===== src/rtl/ahb_bus_arbiter.sv =====
// Two-master AHB-lite arbiter: CPU is the default master, DMAC wins contention but its
// tenure is bounded while the CPU waits, followed by a short CPU-only slot.
module ahb_bus_arbiter #(
    parameter int MAX_DMA_HOLD = 16,
    parameter int CPU_SLOT     = 4
) (
    input  logic clk,
    input  logic rst,
    input  logic Cpu_Req,
    input  logic Bus_Req,
    input  logic HReady,
    output logic Cpu_Grant,
    output logic Bus_Grant,
    output logic HMaster,
    output logic HMaster_Data,
    output logic Preempt
);

    localparam int HOLD_W = (MAX_DMA_HOLD > 0) ? $clog2(MAX_DMA_HOLD + 1) : 1;
    localparam int COOL_W = (CPU_SLOT > 0) ? $clog2(CPU_SLOT + 1) : 1;
    localparam logic [HOLD_W-1:0] HOLD_MAX   = HOLD_W'(MAX_DMA_HOLD);
    localparam logic [COOL_W-1:0] COOL_LOAD  = COOL_W'(CPU_SLOT);
    localparam logic              PREEMPT_EN = (MAX_DMA_HOLD != 0);

    typedef enum logic {
        CPU_OWN = 1'b0,
        DMA_OWN = 1'b1
    } state_t;

    state_t              state_r;
    logic [HOLD_W-1:0]   hold_cnt_r;
    logic [COOL_W-1:0]   cool_cnt_r;
    logic                cpu_grant_r;
    logic                bus_grant_r;
    logic                hmaster_r;
    logic                hmaster_data_r;
    logic                preempt_r;

    logic                grant_dma_s;
    logic                release_vol_s;
    logic                release_force_s;

    // Ownership decisions for the coming edge; voluntary release takes priority over preemption
    always_comb begin
        grant_dma_s     = 1'b0;
        release_vol_s   = 1'b0;
        release_force_s = 1'b0;
        case (state_r)
            CPU_OWN: begin
                grant_dma_s = HReady && Bus_Req && (cool_cnt_r == {COOL_W{1'b0}});
            end
            DMA_OWN: begin
                if (HReady && !Bus_Req) begin
                    release_vol_s = 1'b1;
                end else if (HReady && PREEMPT_EN && Cpu_Req && (hold_cnt_r >= HOLD_MAX)) begin
                    release_force_s = 1'b1;
                end else begin
                    release_vol_s   = 1'b0;
                    release_force_s = 1'b0;
                end
            end
            default: begin
                grant_dma_s     = 1'b0;
                release_vol_s   = 1'b0;
                release_force_s = 1'b0;
            end
        endcase
    end

    // Arbiter FSM, tenure/cooldown counters and registered bus-owner outputs
    always_ff @(posedge clk or negedge rst) begin
        if (!rst) begin
            state_r        <= CPU_OWN;
            hold_cnt_r     <= {HOLD_W{1'b0}};
            cool_cnt_r     <= {COOL_W{1'b0}};
            cpu_grant_r    <= 1'b1;
            bus_grant_r    <= 1'b0;
            hmaster_r      <= 1'b0;
            hmaster_data_r <= 1'b0;
            preempt_r      <= 1'b0;
        end else begin
            case (state_r)
                CPU_OWN: begin
                    if (grant_dma_s) begin
                        state_r     <= DMA_OWN;
                        cpu_grant_r <= 1'b0;
                        bus_grant_r <= 1'b1;
                        hmaster_r   <= 1'b1;
                        hold_cnt_r  <= {HOLD_W{1'b0}};
                    end else begin
                        state_r     <= CPU_OWN;
                    end
                end
                DMA_OWN: begin
                    if (release_vol_s || release_force_s) begin
                        state_r     <= CPU_OWN;
                        cpu_grant_r <= 1'b1;
                        bus_grant_r <= 1'b0;
                        hmaster_r   <= 1'b0;
                    end else if (Cpu_Req && (hold_cnt_r < HOLD_MAX)) begin
                        hold_cnt_r  <= hold_cnt_r + HOLD_W'(1);
                    end else begin
                        state_r     <= DMA_OWN;
                    end
                end
                default: begin
                    state_r     <= CPU_OWN;
                    cpu_grant_r <= 1'b1;
                    bus_grant_r <= 1'b0;
                    hmaster_r   <= 1'b0;
                end
            endcase

            preempt_r <= release_force_s;

            // The CPU slot counts down every cycle, independent of bus stalls
            if (release_force_s) begin
                cool_cnt_r <= COOL_LOAD;
            end else if (cool_cnt_r != {COOL_W{1'b0}}) begin
                cool_cnt_r <= cool_cnt_r - COOL_W'(1);
            end else begin
                cool_cnt_r <= cool_cnt_r;
            end

            if (HReady) begin
                hmaster_data_r <= hmaster_r;
            end else begin
                hmaster_data_r <= hmaster_data_r;
            end
        end
    end

    assign Cpu_Grant    = cpu_grant_r;
    assign Bus_Grant    = bus_grant_r;
    assign HMaster      = hmaster_r;
    assign HMaster_Data = hmaster_data_r;
    assign Preempt      = preempt_r;

endmodule


===== config.mk =====
export PLATFORM = sky130hd
export DESIGN_NAME = ahb_bus_arbiter
export DESIGN_NICKNAME = d
export VERILOG_FILES = /design/src/rtl/ahb_bus_arbiter.sv
export SDC_FILE = /design/constraint.sdc
export NUM_CORES = 1
export LEC_CHECK = 0
export CORE_AREA = 2 2 39 41
export CTS_CLUSTER_SIZE = 14
export DETAILED_ROUTE_END_ITERATION = 10
export DIE_AREA = 0 0 41 43
export GPL_TIMING_DRIVEN = 0
export PLACE_DENSITY = 0.69
export SLEW_MARGIN = 20
export SYNTH_ARGS = -nofsm -noshare
export SYNTH_HDL_FRONTEND = slang
export SYNTH_SLANG_ARGS = --single-unit

===== constraint.sdc =====
create_clock -name clk -period 2.3 [get_ports clk]
set_input_delay 0.575 -clock clk [delete_from_list [all_inputs] [get_ports clk]]
set_output_delay 0.575 -clock clk [all_outputs]
set_load 0.01 [all_outputs]

== Yosys cells after proc, flatten, opt, wreduce, memory -nomap -nowiden ==
Index checks and enable logic that the tools add are counted.

* $mul: 0
* $lt $le $gt $ge: 2
* Equality and inequality tests: 4
* Bitwise logic cells: 1
* Reductions and logical operators: 13
* Shift-type cells: 0
* Muxes and demuxes: 21
* Add/subtract/negate cells: 2
* Div/mod/pow operators: 0

{| class="wikitable"
|+ Operators by type and width
! cell !! count
|-
| two-way mux 5 bit || 3
|-
| two-way mux 1 bit || 12
|-
| case mux 5 bit (2 select lines) || 1
|-
| logical AND 1 bit || 6
|-
| two-way mux 3 bit || 2
|-
| case mux 1 bit (2 select lines) || 3
|-
| adder 5 x 1 -> 5 bit, second input constant || 1
|-
| greater-or-equal comparator 5 bit, second input constant || 1
|-
| less-than comparator 5 bit, second input constant || 1
|-
| inequality test 2 x 1 -> 1 bit, second input constant || 2
|-
| inequality test 2 bit, second input constant || 2
|-
| logical NOT 3 bit || 1
|-
| AND reduction 3 bit || 1
|-
| nonzero test 3 bit || 1
|-
| subtractor 3 x 1 -> 3 bit, second input constant || 1
|-
| AND reduction 2 bit || 1
|-
| nonzero test 2 bit || 1
|-
| logical NOT 1 bit || 1
|-
| logical OR 1 bit || 1
|-
| inverter 1 bit || 1
|}

* Bits in writable memories: 0
* Memories kept: 0
* Register bits after elaboration: 13
* Bits in latches: 0
* Bits in read-only memories: 0

== Logic depth before layout (Yosys ltp) ==
* Depth after elaboration: 8
* Gate-level depth with buffers: 6

== Worst setup path before layout ==
OpenSTA, ideal clock, no wires.

* Kind: input to register
* From: in HReady
* To: reg hold_cnt_r[3]
* Data required time: 2,222 ps
* Cell stages on the path: 3
* Buffers on the path: 0
* Arrival time: 1,309 ps
* Setup slack: 914 ps
* Setup time: 78 ps
* Cell sequence: nor2b_1 or4_1 a21oi_1

* Longest elaborated chain between the ends: 8
* Elaborated cells between the ends (all ways): 15
* Those cells by class: eq/ne (2); mux (6); reduce/logical (7)

{| class="wikitable"
|+ Ends and longest elaborated chain
! item !! line !! RTL
|-
| start, declared || 11 || <nowiki>input logic HReady,</nowiki>
|-
| logical AND 1 bit (2 in a row) || 55 || <nowiki>end else if (HReady && PREEMPT_EN && Cpu_Req && (hold_cnt_r >= HOLD_MAX)) begin</nowiki>
|-
| two-way mux 1 bit || 55 ||
|-
| two-way mux 1 bit || 53 || <nowiki>if (HReady && !Bus_Req) begin</nowiki>
|-
| two-way mux 1 bit || 48 || <nowiki>case (state_r)</nowiki>
|-
| logical OR 1 bit || 95 || <nowiki>if (release_vol_s || release_force_s) begin</nowiki>
|-
| inequality test 2 bit (no line) || -- ||
|-
| AND reduction 3 bit (no line) (*) || -- ||
|-
| end signal, assigned || 74 || <nowiki>hold_cnt_r <= {HOLD_W{1'b0}};</nowiki>
|-
| end signal, assigned || 89 || <nowiki>hold_cnt_r <= {HOLD_W{1'b0}};</nowiki>
|-
| end signal, assigned || 101 || <nowiki>hold_cnt_r <= hold_cnt_r + HOLD_W'(1);</nowiki>
|-
| end, declared || 31 || <nowiki>logic [HOLD_W-1:0] hold_cnt_r;</nowiki>
|}

Mark *: on every way between the ends. The rest lies on a longest branch, timed or not.
A chain may end at the register's enable or synchronous reset.

== Worst setup path after layout ==
* From: reg cpu_grant_r (netlist: Cpu_Grant)
* To: out Cpu_Grant

{| class="wikitable"
|+ RTL lines
! item !! line !! RTL
|-
| start, declared || 33 || <nowiki>logic cpu_grant_r;</nowiki>
|-
| start signal, assigned || 76 || <nowiki>cpu_grant_r <= 1'b1;</nowiki>
|-
| start signal, assigned || 86 || <nowiki>cpu_grant_r <= 1'b0;</nowiki>
|-
| start signal, assigned || 97 || <nowiki>cpu_grant_r <= 1'b1;</nowiki>
|-
| end, declared || 12 || <nowiki>output logic Cpu_Grant,</nowiki>
|}

No word-level cell between the ends.

==> run_results.csv <==
group,metric,value,unit
status,status,"finished, final reports clean",
worst_setup_path,slowest_delay,540,ps
detailed_routing,drt_first_pass_iters,4,
final_layout,diodes,0,
detailed_routing,drc,0,
placed_design,numPortBuffers,9,
final_layout,final_core_util,56.5,%
detailed_routing,antenna_left,0,
placed_design,place.gp.congestion,0.703,
power,irDropWorstVdd,0.000541,V
clock_tree,cts_resized,0,
detailed_routing,wl,1.14,mm
run,drv_cap,0,
global_routing,grt_pass1_wl,1.87,mm
global_routing,grt_max_degree,14,
detailed_routing,vias_per_cell,5.48,
detailed_routing,wl_met2,530,µm
floorplan,fp.dieW,41,µm
power,seq_power_share,44.2,%
timing,fin_crit_sh,83.1,%
clock_tree,cts_tree,"built",
synthesis,syn_nets,69,
worst_setup_path,ff2ff_setup_slack,850,ps
detailed_routing,detail_route.wl_per_cell,12.7,µm
timing,holdWs,469,ps
floorplan,io_pins,10,
power,clockPowerShare,16.0,%
timing,final-setup-viol-count,0,
worst_setup_path,crit_family,"flip-flops",
final_layout,fillCellCount,128,
timing,rsz0062_at_grt,"no",
worst_setup_path,rr_worst_depth,6,
clock_tree,worstSkewPairLatency,280,ps
power,swShare,34.8,%
final_layout,multi_input_area,289,µm²
floorplan,rows,14,
timing,finalHoldViolCount,0,
synthesis,synth_top_area_cell,"dfrtp_1",
hold_path,min_from,"Cpu_Grant",
clock_tree,cts_max_path_buffers,2,
worst_setup_path,path_cells,"clkdlybuf4s50_1",
placed_design,dp_cells,86,
global_routing,antenna_found_initial,0,
hold_path,hold_end,"Cpu_Grant",
power,power_frac_comb,39.7,%
floorplan,die_h,43,µm
global_routing,overflow,0,
worst_setup_path,slowest_stage,"dfstp_2",
power,leakage,0.377,nW
power,intPower,593,µW
detailed_routing,met3_length,32,µm
power,powerDensity,1160,nW/µm²
final_layout,area_growth,21.1,%
worst_setup_path,start_kind,"register",
synthesis,postSynthRegisterBits,13,
synthesis,netlist_area,646,µm²
floorplan,dieArea,1760,µm²
detailed_routing,wl_met1,562,µm
worst_setup_path,critPathBufInv,1,
synthesis,synth_cells,61,
worst_setup_path,cp_data_required_time,1730,ps
hold_path,hold_path_depth,2,
synthesis,yosys_warnings,0,
floorplan,start_util,46.7,%
final_layout,drive_gt1_share,12.2,%
global_routing,grt.total_usage,15.9,%
synthesis,yosysUniqueCellTypes,29,
timing,slew_violations,0,
detailed_routing,route.vias.total,493,
global_routing,grt_pass1_vias,448,
clock_tree,cts_setup_buffers,0,
synthesis,ys_top_cells_by_area,"dfrtp_1 47%, ha_1 5.8%, dfstp_2 4.1%",
clock_tree,numClockSinks,13,
synthesis,syn_area_per_cell,10.6,µm²
timing,maxClockFrequency,524,MHz
clock_tree,hold_buffers,0,
worst_setup_path,timing.rr.start,"cool_cnt_r[0]",
clock_tree,clk_pin_slew,80,ps
final_layout,layout.nets,83,
clock_tree,root_buffer,"clkbuf_4",
detailed_routing,drt_iter0_drc,12,
placed_design,hpwl,846,µm
timing,worst_pin_slew,572,ps
worst_setup_path,critPathArrivalTime,1340,ps
synthesis,ys_seq_area_share,50.6,%
final_layout,final_cells,90,
timing,max_slew_margin,61.8,%
power,power_switching,317,µW
worst_setup_path,path_max_fanout,2,
detailed_routing,top_layer_used,"met4",
floorplan,core-area,1380,µm²
timing,finClkSkew,0.558,ps
timing,setup_tns,0,ps
timing,period_minus_slack,1910,ps
clock_tree,cts_buffers,3,
worst_setup_path,r2r_end,"state_r",
synthesis,synth_top_area_share,46.5,%
worst_setup_path,endpoint_kind,"output pin",
final_layout,regArea,327,µm²
hold_path,min_path_type,"reg -> reg",
worst_setup_path,path_class,"reg -> out",
clock_tree,cts_max_level,1,
worst min-delay path: cells and delay by family, from the launching register on:
family                 cells  cell delay (ps)
buffers and inverters      1               40
DFF                        1              380
AOI/OAI and AO/OA          1               50
area by class of cell:
cell class,instances,share of cell area [%]
Sequential cell,13,41.8
Multi-Input combinational cell,41,37.0
Timing Repair Buffer,9,11.5
Clock buffer,4,3.36
Tap cell,16,2.56
Inverter,5,2.40
Buffer,2,1.44
Yosys cell counts, drive strengths merged:
| library cell | count |
|---|---|
| dfstp | 1 |
| a211o | 1 |
| a21o | 3 |
| inv | 5 |
| o21ai | 2 |
| buf | 1 |
| and3 | 1 |
| and3b | 1 |
| mux2i | 1 |
| or4 | 1 |
| ha | 3 |
| o31ai | 1 |
| nor3 | 1 |
| nand3 | 4 |
| o211ai | 2 |
| clkbuf | 1 |
| a21oi | 3 |
| nor2b | 1 |
| nand2 | 2 |
| nand2b | 2 |
| nor2 | 5 |
| mux2 | 1 |
| a31oi | 2 |
| a211oi | 1 |
| dfrtp | 12 |
| nand3b | 2 |
| xnor2 | 1 |
power by group through the flow:
| stage | clock (mW) | combinational [mW] | sequential, mW |
|---|---|---|---|
| after floorplan | 0 | 0.231 | 0.405 |
| after global routing | 0.159 | 0.408 | 0.415 |
| after CTS | 0.144 | 0.367 | 0.403 |
| after detailed placement | 0 | 0.359 | 0.407 |
| after global placement | 0 | 0.345 | 0.405 |
| final | 0.146 | 0.362 | 0.402 |
registers in the layout, indices dropped and copies added (netlist names):
| register | count |
|---|---|
| HMaster_Data | 1 |
| hold_cnt_r | 5 |
| HMaster | 1 |
| Preempt | 1 |
| state_r | 1 |
| Cpu_Grant | 1 |
| cool_cnt_r | 3 |
metrics by stage:
stage	cell area, µm²	setup slack, ps	total power, mW
after floorplan	646	914	0.637
after global placement	756	334	0.750
after detailed placement	756	295	0.766
after CTS	782	387	0.914
after global routing	782	366	0.982
final	782	390	0.910
kinds of logic after synthesis:
family / synth area share (%)
AO/OA/AOI/OAI: 15.5
XOR/XNOR: 1.36
adder cells (fa/ha/maj): 5.81
buffers and inverters: 4.65
flip-flops: 50.6
multiplexers: 3.29
AND/OR/NAND/NOR: 18.8
how the worst max path moves through the flow:
| stage | cells after the start | start | endpoint |
|---|---|---|---|
| global placement | 4 | HReady | hold_cnt_r[3] |
| finish | 1 | Cpu_Grant | Cpu_Grant |
| detailed placement | 4 | HReady | hold_cnt_r[3] |
| CTS | 1 | Cpu_Grant | Cpu_Grant |
| floorplan | 3 | HReady | hold_cnt_r[3] |
| global route | 1 | Cpu_Grant | Cpu_Grant |
layer usage:
layer | GRT usage [%] | vias to the layer above
met5 | 0 | -
met4 | 9.33 | 0
met3 | 5.24 | 4
met2 | 21.6 | 6
met1 | 21.4 | 238
li1 | - | 245
layout by cell type, fill, tap and decap left out, drive strengths merged:
cell	n
clkbuf	5
dfstp	1
nand2	2
nand3b	2
inv	5
a211oi	1
buf	1
mux2i	1
a31oi	2
ha	3
o211ai	2
nand2b	2
nand3	4
mux2	1
a211o	1
a21o	3
nor3	1
nor2b	1
xnor2	1
o31ai	1
clkdlybuf4s50	9
dfrtp	12
or4	1
nor2	5
and3	1
and3b	1
a21oi	3
o21ai	2
Note: power is estimated with default switching activity, not from simulation.
